$ cat src/rtl/plic_gateway.sv
// plic_gateway: synchronises device interrupt lines and forwards one outstanding request per source to the PLIC core.
// Optional macro PLIC_GW_EDGE_CNT_EN queues edges that arrive while a source is in flight.
module plic_gateway #(
  parameter int NUM_SRC     = 128,
  parameter int SYNC_STAGES = 2,
  parameter int EDGE_CNT_W  = 2
) (
  input  logic               clk,
  input  logic               rst,
  input  logic [NUM_SRC-1:0] src_irq,
  input  logic [NUM_SRC-1:0] src_edge,
  input  logic [NUM_SRC-1:0] int_end,
  output logic [NUM_SRC-1:0] int_req_pack,
  output logic               gateway_notif,
  output logic [NUM_SRC-1:0] src_inflight
);
  typedef enum logic {IDLE, INFLIGHT} state_t;
  if (SYNC_STAGES < 2 || EDGE_CNT_W < 1) begin : g_bad_cfg
    $error("plic_gateway: SYNC_STAGES must be >= 2 and EDGE_CNT_W >= 1");
  end
  logic [NUM_SRC-1:0] sync_q [SYNC_STAGES];
  logic [NUM_SRC-1:0] irq_s, irq_d, req_cond, fwd;
  state_t state [NUM_SRC];
  state_t state_nx [NUM_SRC];
  assign irq_s = sync_q[SYNC_STAGES-1];
  // source 0 is reserved and must never raise a request
  assign req_cond = ((src_edge & irq_s & ~irq_d) | (~src_edge & irq_s)) & ~NUM_SRC'(1);
`ifdef PLIC_GW_EDGE_CNT_EN
  logic [EDGE_CNT_W-1:0] cnt [NUM_SRC];
  logic [EDGE_CNT_W-1:0] cnt_nx [NUM_SRC];
  always_comb begin
    fwd = '0;
    src_inflight = '0;
    for (int i = 0; i < NUM_SRC; i++) begin
      fwd[i] = state[i] == IDLE && (req_cond[i] || cnt[i] != '0);
      state_nx[i] = state[i] == INFLIGHT ? (int_end[i] ? IDLE : INFLIGHT) : (fwd[i] ? INFLIGHT : IDLE);
      src_inflight[i] = state[i] == INFLIGHT;
      // a fresh edge in IDLE supplies the forward itself, so only a counter-fed forward drains
      cnt_nx[i] = (state[i] == INFLIGHT && req_cond[i] && src_edge[i] && cnt[i] != '1) ? cnt[i] + EDGE_CNT_W'(1) :
                  (state[i] == IDLE && cnt[i] != '0 && !req_cond[i]) ? cnt[i] - EDGE_CNT_W'(1) : cnt[i];
    end
  end
  always_ff @(posedge clk)
    for (int i = 0; i < NUM_SRC; i++) cnt[i] <= rst ? '0 : cnt_nx[i];
`else
  always_comb begin
    fwd = '0;
    src_inflight = '0;
    for (int i = 0; i < NUM_SRC; i++) begin
      fwd[i] = state[i] == IDLE && req_cond[i];
      state_nx[i] = state[i] == INFLIGHT ? (int_end[i] ? IDLE : INFLIGHT) : (fwd[i] ? INFLIGHT : IDLE);
      src_inflight[i] = state[i] == INFLIGHT;
    end
  end
`endif
  always_ff @(posedge clk) begin
    if (rst) begin
      for (int s = 0; s < SYNC_STAGES; s++) sync_q[s] <= '0;
      for (int i = 0; i < NUM_SRC; i++) state[i] <= IDLE;
      irq_d <= '0;
      int_req_pack <= '0;
      gateway_notif <= 1'b0;
    end else begin
      sync_q[0] <= src_irq;
      for (int s = 1; s < SYNC_STAGES; s++) sync_q[s] <= sync_q[s-1];
      for (int i = 0; i < NUM_SRC; i++) state[i] <= state_nx[i];
      irq_d <= irq_s;
      int_req_pack <= fwd;
      gateway_notif <= |fwd;
    end
  end
endmodule

$ cat config.mk
export PLATFORM = sky130hd
export DESIGN_NAME = plic_gateway
export DESIGN_NICKNAME = d
export VERILOG_FILES = /design/src/rtl/plic_gateway.sv
export SDC_FILE = /design/constraint.sdc
export NUM_CORES = 1
export LEC_CHECK = 0
export ABC_AREA = 0
export CAP_MARGIN = 0
export CORE_AREA = 8 8 241 243
export DETAILED_ROUTE_END_ITERATION = 10
export DIE_AREA = 0 0 249 251
export GPL_ROUTABILITY_DRIVEN = 0
export SKIP_CTS_REPAIR_TIMING = 1
export SLEW_MARGIN = 25
export SYNTH_ARGS = -nofsm -noshare
export SYNTH_HDL_FRONTEND = slang
export SYNTH_SLANG_ARGS = --single-unit
$ cat constraint.sdc
create_clock -name clk -period 1.6 [get_ports clk]
set_clock_uncertainty 0.05 [all_clocks]
set_input_delay 0.24 -clock clk [delete_from_list [all_inputs] [get_ports clk]]
set_output_delay 0.24 -clock clk [all_outputs]
set_load 0.02 [all_outputs]
; ---- Word-level counts from Yosys, hierarchy flattened
; Memory sizes are Yosys's and may differ from the RTL's.
; Index checks and enable logic that the tools add are counted.
[classes]
muxes = 516
n_reduce_logical = 128
n_bitwise = 263
[ops]
columns = cell, n
row1 = 1-bit two-way mux, 514
row2 = 128-bit AND, 3
row3 = 128-bit two-way mux, 2
row4 = 128-bit NOT, 2
row5 = 1-bit bitwise OR, 130
row6 = 128-bit bitwise OR, 1
row7 = 1-bit logical AND, 127
row8 = 1-bit NOT, 127
row9 = 127-bit OR reduction, 1
[word_totals]
word_cells = 913
in_bits = 386
reg_bits = 257
memories = 2
ram_bits = 384
[memory_table]
columns = memory, words, width, read_ports, rd_ports_with_merged_regs, wr, line
row1 = sync_q, 2, 128, 2, 0, 2, 21  ; logic [NUM_SRC-1:0] sync_q [SYNC_STAGES];
row2 = state, 128, 1, 128, 0, 128, 23  ; state_t state [NUM_SRC];

; ---- Longest topological paths before layout
; Gate-level depths: netlist (run 1).
; An unclocked memory read counts as a cell.
[logic_depth]
word_depth = 8
depth_mapped = 6

; ---- Least setup slack after synthesis (run 1)
; Ideal clock, no wire load.
[synth_path]
kind = register to register
startpoint = memory state[0][63] (netlist bit)
endpoint = register gateway_notif
required_time_ns = 1.415
arrival_ns = 1.219
stages_incl_launch_ff = 6
path_buffers = 0
setup_slack_ns = 0.197
setup_ns = 0.135
period_less_slack_ns = 1.403
path_cell_list = dfxtp_1 nand3b_1 nand4_1 or3_1 nor2_1 a41oi_1
[synth_lines]
columns = element, line
row1 = from (decl), 23
row2 = to (signal assigned), 69  ; gateway_notif <= |fwd;
row3 = to (decl), 14  ; output logic gateway_notif,

==> impl_results.md, run 1 <==
- Worst hold slack: around 0.15 ns
- Clock slew seen by the registers of the worst setup and hold paths: about 0.06 ns
- Num ports: 643
- GRT Overall Usage: 0.202
- RSZ-0062 raised after global routing: yes
- Largest net degree at the start of global routing: 62
- Post-synthesis cell count: 1772
- Nets@finish: 3009
- Multi-input gate area: 0.00602 mm^2
- Crit-path max FO: 2
- CTS tree: built
- Status: finished, violations left
- Number of synthesized register bits: 637
- Setup TNS after final layout: -0.242 ns
- Fin. Hold Viols: 0
- Kind of cell adding the most delay to the critical path: simple AND/OR/NAND/NOR gates
- Syn avg cell area: ~11 um^2
- Num CTS Buffers: 68
- CP Capture Type: flop
- Fraction of layout cells with a size suffix above 1: 0.139
- Chip Height: 251 um
- Leakage: 15.5 nW
- Root buffer cell: clkbuf_16
- Slowest-stage cell, CP: nor4_4
- Slew Viols, Final: 0
- Final Routed Wirelength: 66000 um
- Max Cap Viol: 0
- 1st-pass router iterations: 4
- Cell Chain, Critical Path: nand3b_1 > nand4_1 > nor4_4 > buf_4 > and4_1 > a41oi_1
- Hold Crit Class: in2reg
- Number of global-route vias before repair: 15313
- Startpoint Class: flop
- Cell Rows: between 80 and 90
- Yosys cell types: 21
- Hold_sp: src_irq[4]
- Synthesis Warnings: 0
- Layout area overhead: 60.5%
- Overflow after GRT: 0
- First-pass GRT wire length: 95700 um
- Min setup slack post-route: -0.242 ns
- Worst skew pair latency: 0.59 ns
- Critical path class: reg2reg
- Clock tree buffer depth: 3
- Synth Net Count: about 2200
- Vias post-DR: 14737
- Core area: 0.0543 mm^2
- DRC viols: 0
- DR vias/cell: 4.34
- Routed WL per cell: slightly below 20 um
- Htree depth: 3
- Final Core Density: 0.563
- Worst path bufs/invs: 1
- Pwr/cell area: 1180 mW/mm^2
- Fillcell total: 4649
- Syn Std Cell Area: 0.0191 mm^2
- Initial antenna violation count: 24
- Starting density of the core: 0.351
- Tcrit/Tclk final: 1.15
- Critical R2R Launch: state[0][5]
- Worst EP arrival: 2.26 ns
- Period minus WS final: 1.84 ns
- Setup Viol. Count Final: 1
- CP required: about 2 ns
- Failing checks: setup timing
- Fmax: 543 MHz
- Commonest cells after routing, fill and taps aside: dfxtp_1 (636), clkdlybuf4s50_1 (382), nor2b_1 (381)
- DRT antenna net count: 0
- Crit. Startpoint: state[0][5]
- Critical path's largest stage delay: 0.45 ns
- Total die area: about 0.062 mm^2
- Clock sinks: 637
- Post-synthesis sequential area ratio: 0.669
- DR iter-0 viols: 581
- Chip width: between 200 and 250 um
- Most common cell after layout, fill and taps aside: dfxtp_1
- Dpl hpwl: 52400 um
- Sequential Area: between 0.01 and 0.015 mm^2
- Number of I/O port buffers: 639
- Peak supply drop: 0.738 mV
[final timing paths]
path,end,slack (ns),cells after the start
max reg2reg,gateway_notif,-0.24,6
min,sync_q[0][4],0.15,2
min reg2reg,sync_q[0][148],0.38,1
max,gateway_notif,-0.24,6
[cell usage after synthesis (all sizes together)]
master | number | area, um^2
a41oi | 1 | 8.76
nand2 | 128 | 480
buf | 32 | 163
and2 | 7 | 43.8
and3 | 1 | 6.26
nor4 | 5 | 31.3
nor3b | 1 | 7.51
nand3 | 3 | 15.0
nand2b | 127 | 795
nor2 | 121 | 454
clkbuf | 39 | 146
nand4 | 29 | 181
or3 | 1 | 6.26
nor2b | 381 | 2380
nor3 | 3 | 15.0
dfxtp | 637 | 12800
and4 | 1 | 8.76
nand3b | 113 | 848
conb | 1 | 3.75
a21oi | 141 | 706
[final cells by class]
class | count | area share
clock inverters | 20 | 0.00904
diodes | 16 | 0.00131
clock buffers | 99 | 0.0674
well taps | 704 | 0.0288
flip-flops and latches | 637 | 0.417
multi-input cells | 1064 | 0.197
repair buffers | 852 | 0.279
[worst reg2reg max path, delay by kind of cell (launching register included)]
family                 cells  cell delay, ns
DFF                        1            0.34
buffers and inverters      1            0.17
AOI/OAI and AO/OA          1            0.10
and+or+nand+nor            4            1.07
[through the flow]
step	worst slack, ns	std cells	area (um^2)	total power (W)
after floorplan	0.197	1772	19100	0.0181
after global placement	-1.07	3256	27900	0.0203
after detailed placement	-1.02	3256	27900	0.0203
after CTS	-0.627	3375	30200	0.0365
after global routing	-0.364	3386	30600	0.0374
final	-0.242	3392	30600	0.0360
[layer usage]
metal	vias to the layer above	part of all wire	GRT usage	wire [um]
li1	7417	-	-	-
met1	6737	0.39	0.221	25900
met2	446	0.50	0.358	33000
met3	117	0.075	0.0705	4930
met4	20	0.029	0.0802	1920
met5	-	0.0020	0	135
[report_power, final]
part / switching (W) / internal [W] / total (W)
Combinational: 0.00133 / 0.00186 / 0.00318
Sequential: 0.000215 / 0.0165 / 0.0167
Clock: 0.00623 / 0.00991 / 0.0161
[cell families (layout without fill, tap and decap cells)]
family,count (synthesis),in the layout,synth area share
AOI/OAI and AO/OA,142,142,0.0375
buffers and inverters,71,971,0.0162
DFF,637,637,0.669
other,1,17,0.000197
and+or+nand+nor,921,921,0.277
[state kept, by name (all words and copies together), names as in the netlist]
name and count:
sync_q 254, state 128, int_req_pack 127, irq_d 127, gateway_notif 1
Note: power is estimated with default switching activity, not from simulation.
==> run 2, diff against run 1 <==
--- a/config.mk
+++ b/config.mk
@@ -8,6 +8,7 @@
 export ABC_AREA = 0
 export CAP_MARGIN = 0
 export CORE_AREA = 8 8 241 243
+export CTS_CLUSTER_DIAMETER = 30
 export DETAILED_ROUTE_END_ITERATION = 10
 export DIE_AREA = 0 0 249 251
 export GPL_ROUTABILITY_DRIVEN = 0
==> impl_results.md, run 2 (synthesis gave the netlist of run 1 again) <==
- Status: finished, violations left
- Failing checks: setup timing
- 1st-pass router iterations: 4 (unchanged)
- Regs by FF count: sync_q x254, state x128
- Fillcell total: 4436 (-4.6%)
- Overflow after GRT: 0 (unchanged)
- Dpl hpwl: 52400 um (unchanged)
- CTS tree: built
- Total power: 0.0481 W (+34%)
- Total die area: 0.0625 mm^2 (unchanged)
- Commonest cells after routing, fill and taps aside: dfxtp_1 (606), clkdlybuf4s50_1 (382), nor2b_1 (381)
- Number of global-route vias before repair: 16035 (+4.7%)
- Chip Height: 251 um (unchanged)
- Tcrit/Tclk final: 1.14 (-0.00879)
- Chip width: 249 um (unchanged)
- Clock sinks: 637 (unchanged)
- Nets@finish: 3070 (+2.0%)
- DRC viols: 0 (unchanged)
- Core area: 0.0543 mm^2 (unchanged)
- Clock slew seen by the registers of the worst setup and hold paths: 0.05 ns (about the same)
- First-pass GRT wire length: 98500 um (+3.0%)
- Routed WL per cell: 19.2 um (-1.2%)
- Startpoint Class: flop
- DR iter-0 viols: 620 (+6.7%)
- Largest net degree at the start of global routing: 62 (unchanged)
- Fraction of layout cells with a size suffix above 1: 0.223 (+0.0842)
- DRT antenna net count: 0 (unchanged)
- Starting density of the core: 0.351 (unchanged)
- Worst EP arrival: 2.31 ns (+0.05 ns)
- Max Cap Viol: 0 (unchanged)
- Setup Viol. Count Final: 1 (unchanged)
- Layout area overhead: 71.3%
- Crit. Startpoint: state[0][127]
- Min setup slack post-route: -0.228 ns (+0.0141 ns)
- DR vias/cell: 4.34 (about the same)
- Vias post-DR: 15259 (+3.5%)
- Worst skew pair latency: 0.69 ns (+0.10 ns)
- CP Capture Type: flop
- Final std cells w/o fill: 3513 (+3.6%)
- GRT Overall Usage: 0.209 (+0.00712)
- Num CTS Buffers: 134 (+97%)
- Final Core Density: 0.601 (+0.0379)
- Htree depth: 4 (+1)
- CP required: 2.08 ns (+0.07 ns)
- Num ports: 643 (unchanged)
- Critical R2R Launch: state[0][127]
- RSZ-0062 raised after global routing: yes
- Largest register FFs: 254 (unchanged)
- Root buffer cell: clkbuf_16
- Hold_sp: src_irq[52]
- Cell Rows: 86 (unchanged)
- Period minus WS final: 1.83 ns (-0.0141 ns)
- Pwr/cell area: 1470 mW/mm^2 (+25%)
- Biggest register: sync_q
- Clock tree buffer depth: 3 (unchanged)
- Crit-path max FO: 3 (+1)
- Fin. Hold Viols: 0 (unchanged)
- Hold Crit Class: in2reg
- Number of I/O port buffers: 639 (unchanged)
- Final Routed Wirelength: 67500 um (+2.4%)
- Leakage: 14.9 nW (-3.8%)
- Most common cell after layout, fill and taps aside: dfxtp_1
- Fmax: 547 MHz (+0.77%)
- Slew Viols, Final: 0 (unchanged)
- Placed insts: 3256 (unchanged)
- Peak supply drop: 0.958 mV (+30%)
- Critical path class: reg2reg
- Initial antenna violation count: 25 (+4.2%)
-- run 2: worst paths after layout --
kind | to | slack (ns) | depth (start not counted)
worst max-delay path | gateway_notif | -0.23 | 6
worst min-delay path | sync_q[0][52] | 0.05 | 2
worst max register to register | gateway_notif | -0.23 | 6
worst min register to register | sync_q[0][155] | 0.37 | 1
-- run 2: power by group --
| group | leakage [nW] | internal, W | total (W) | switching, W |
|---|---|---|---|---|
| Clock | 2.27 | 0.0192 | 0.0282 | 0.00896 |
| Sequential | 5.23 | 0.0165 | 0.0167 | 0.000224 |
| Combinational | 7.38 | 0.00186 | 0.00320 | 0.00134 |
| Total | 14.9 | 0.0376 | 0.0481 | 0.0105 |
-- run 2: cell type report --
cell class	instances	area (um^2)	share of cell area
multi-input combinational	1064	6020	0.185
clock inverter	73	1030	0.0315
timing repair buffer	847	8170	0.250
antenna	16	40.0	0.00123
sequential	637	12800	0.392
clock buffer	172	3710	0.114
tap	704	881	0.0270
-- run 2: critical path, cell delays in order, from the launching register on --
cell	delay, ns
dfxtp_1	0.32
nand3b_1	0.14
nand4_1	0.29
nor4_4	0.43
buf_4	0.16
and4_1	0.20
a41oi_1	0.10
-- run 2: per-stage QoR --
stage                     hold WS [ns]  instance area (um^2)  worst slack (ns)  TNS, ns
after floorplan                  0.266                 19100             0.197        0
after global placement           0.366                 27900             -1.07    -1.07
after detailed placement         0.370                 27900             -1.02    -1.02
after CTS                       -0.209                 32600            -0.608  -105.33
after global routing            0.0188                 32600            -0.393   -0.397
final                           0.0474                 32600            -0.228   -0.228
-- run 2: per-layer routing --
| layer | GRT usage | wire length, um | up-vias |
|---|---|---|---|
| li1 | - | - | 7595 |
| met1 | 0.220 | 26200 | 7038 |
| met2 | 0.366 | 34100 | 479 |
| met3 | 0.0891 | 5170 | 127 |
| met4 | 0.0888 | 1910 | 20 |
| met5 | 0 | 140 | - |
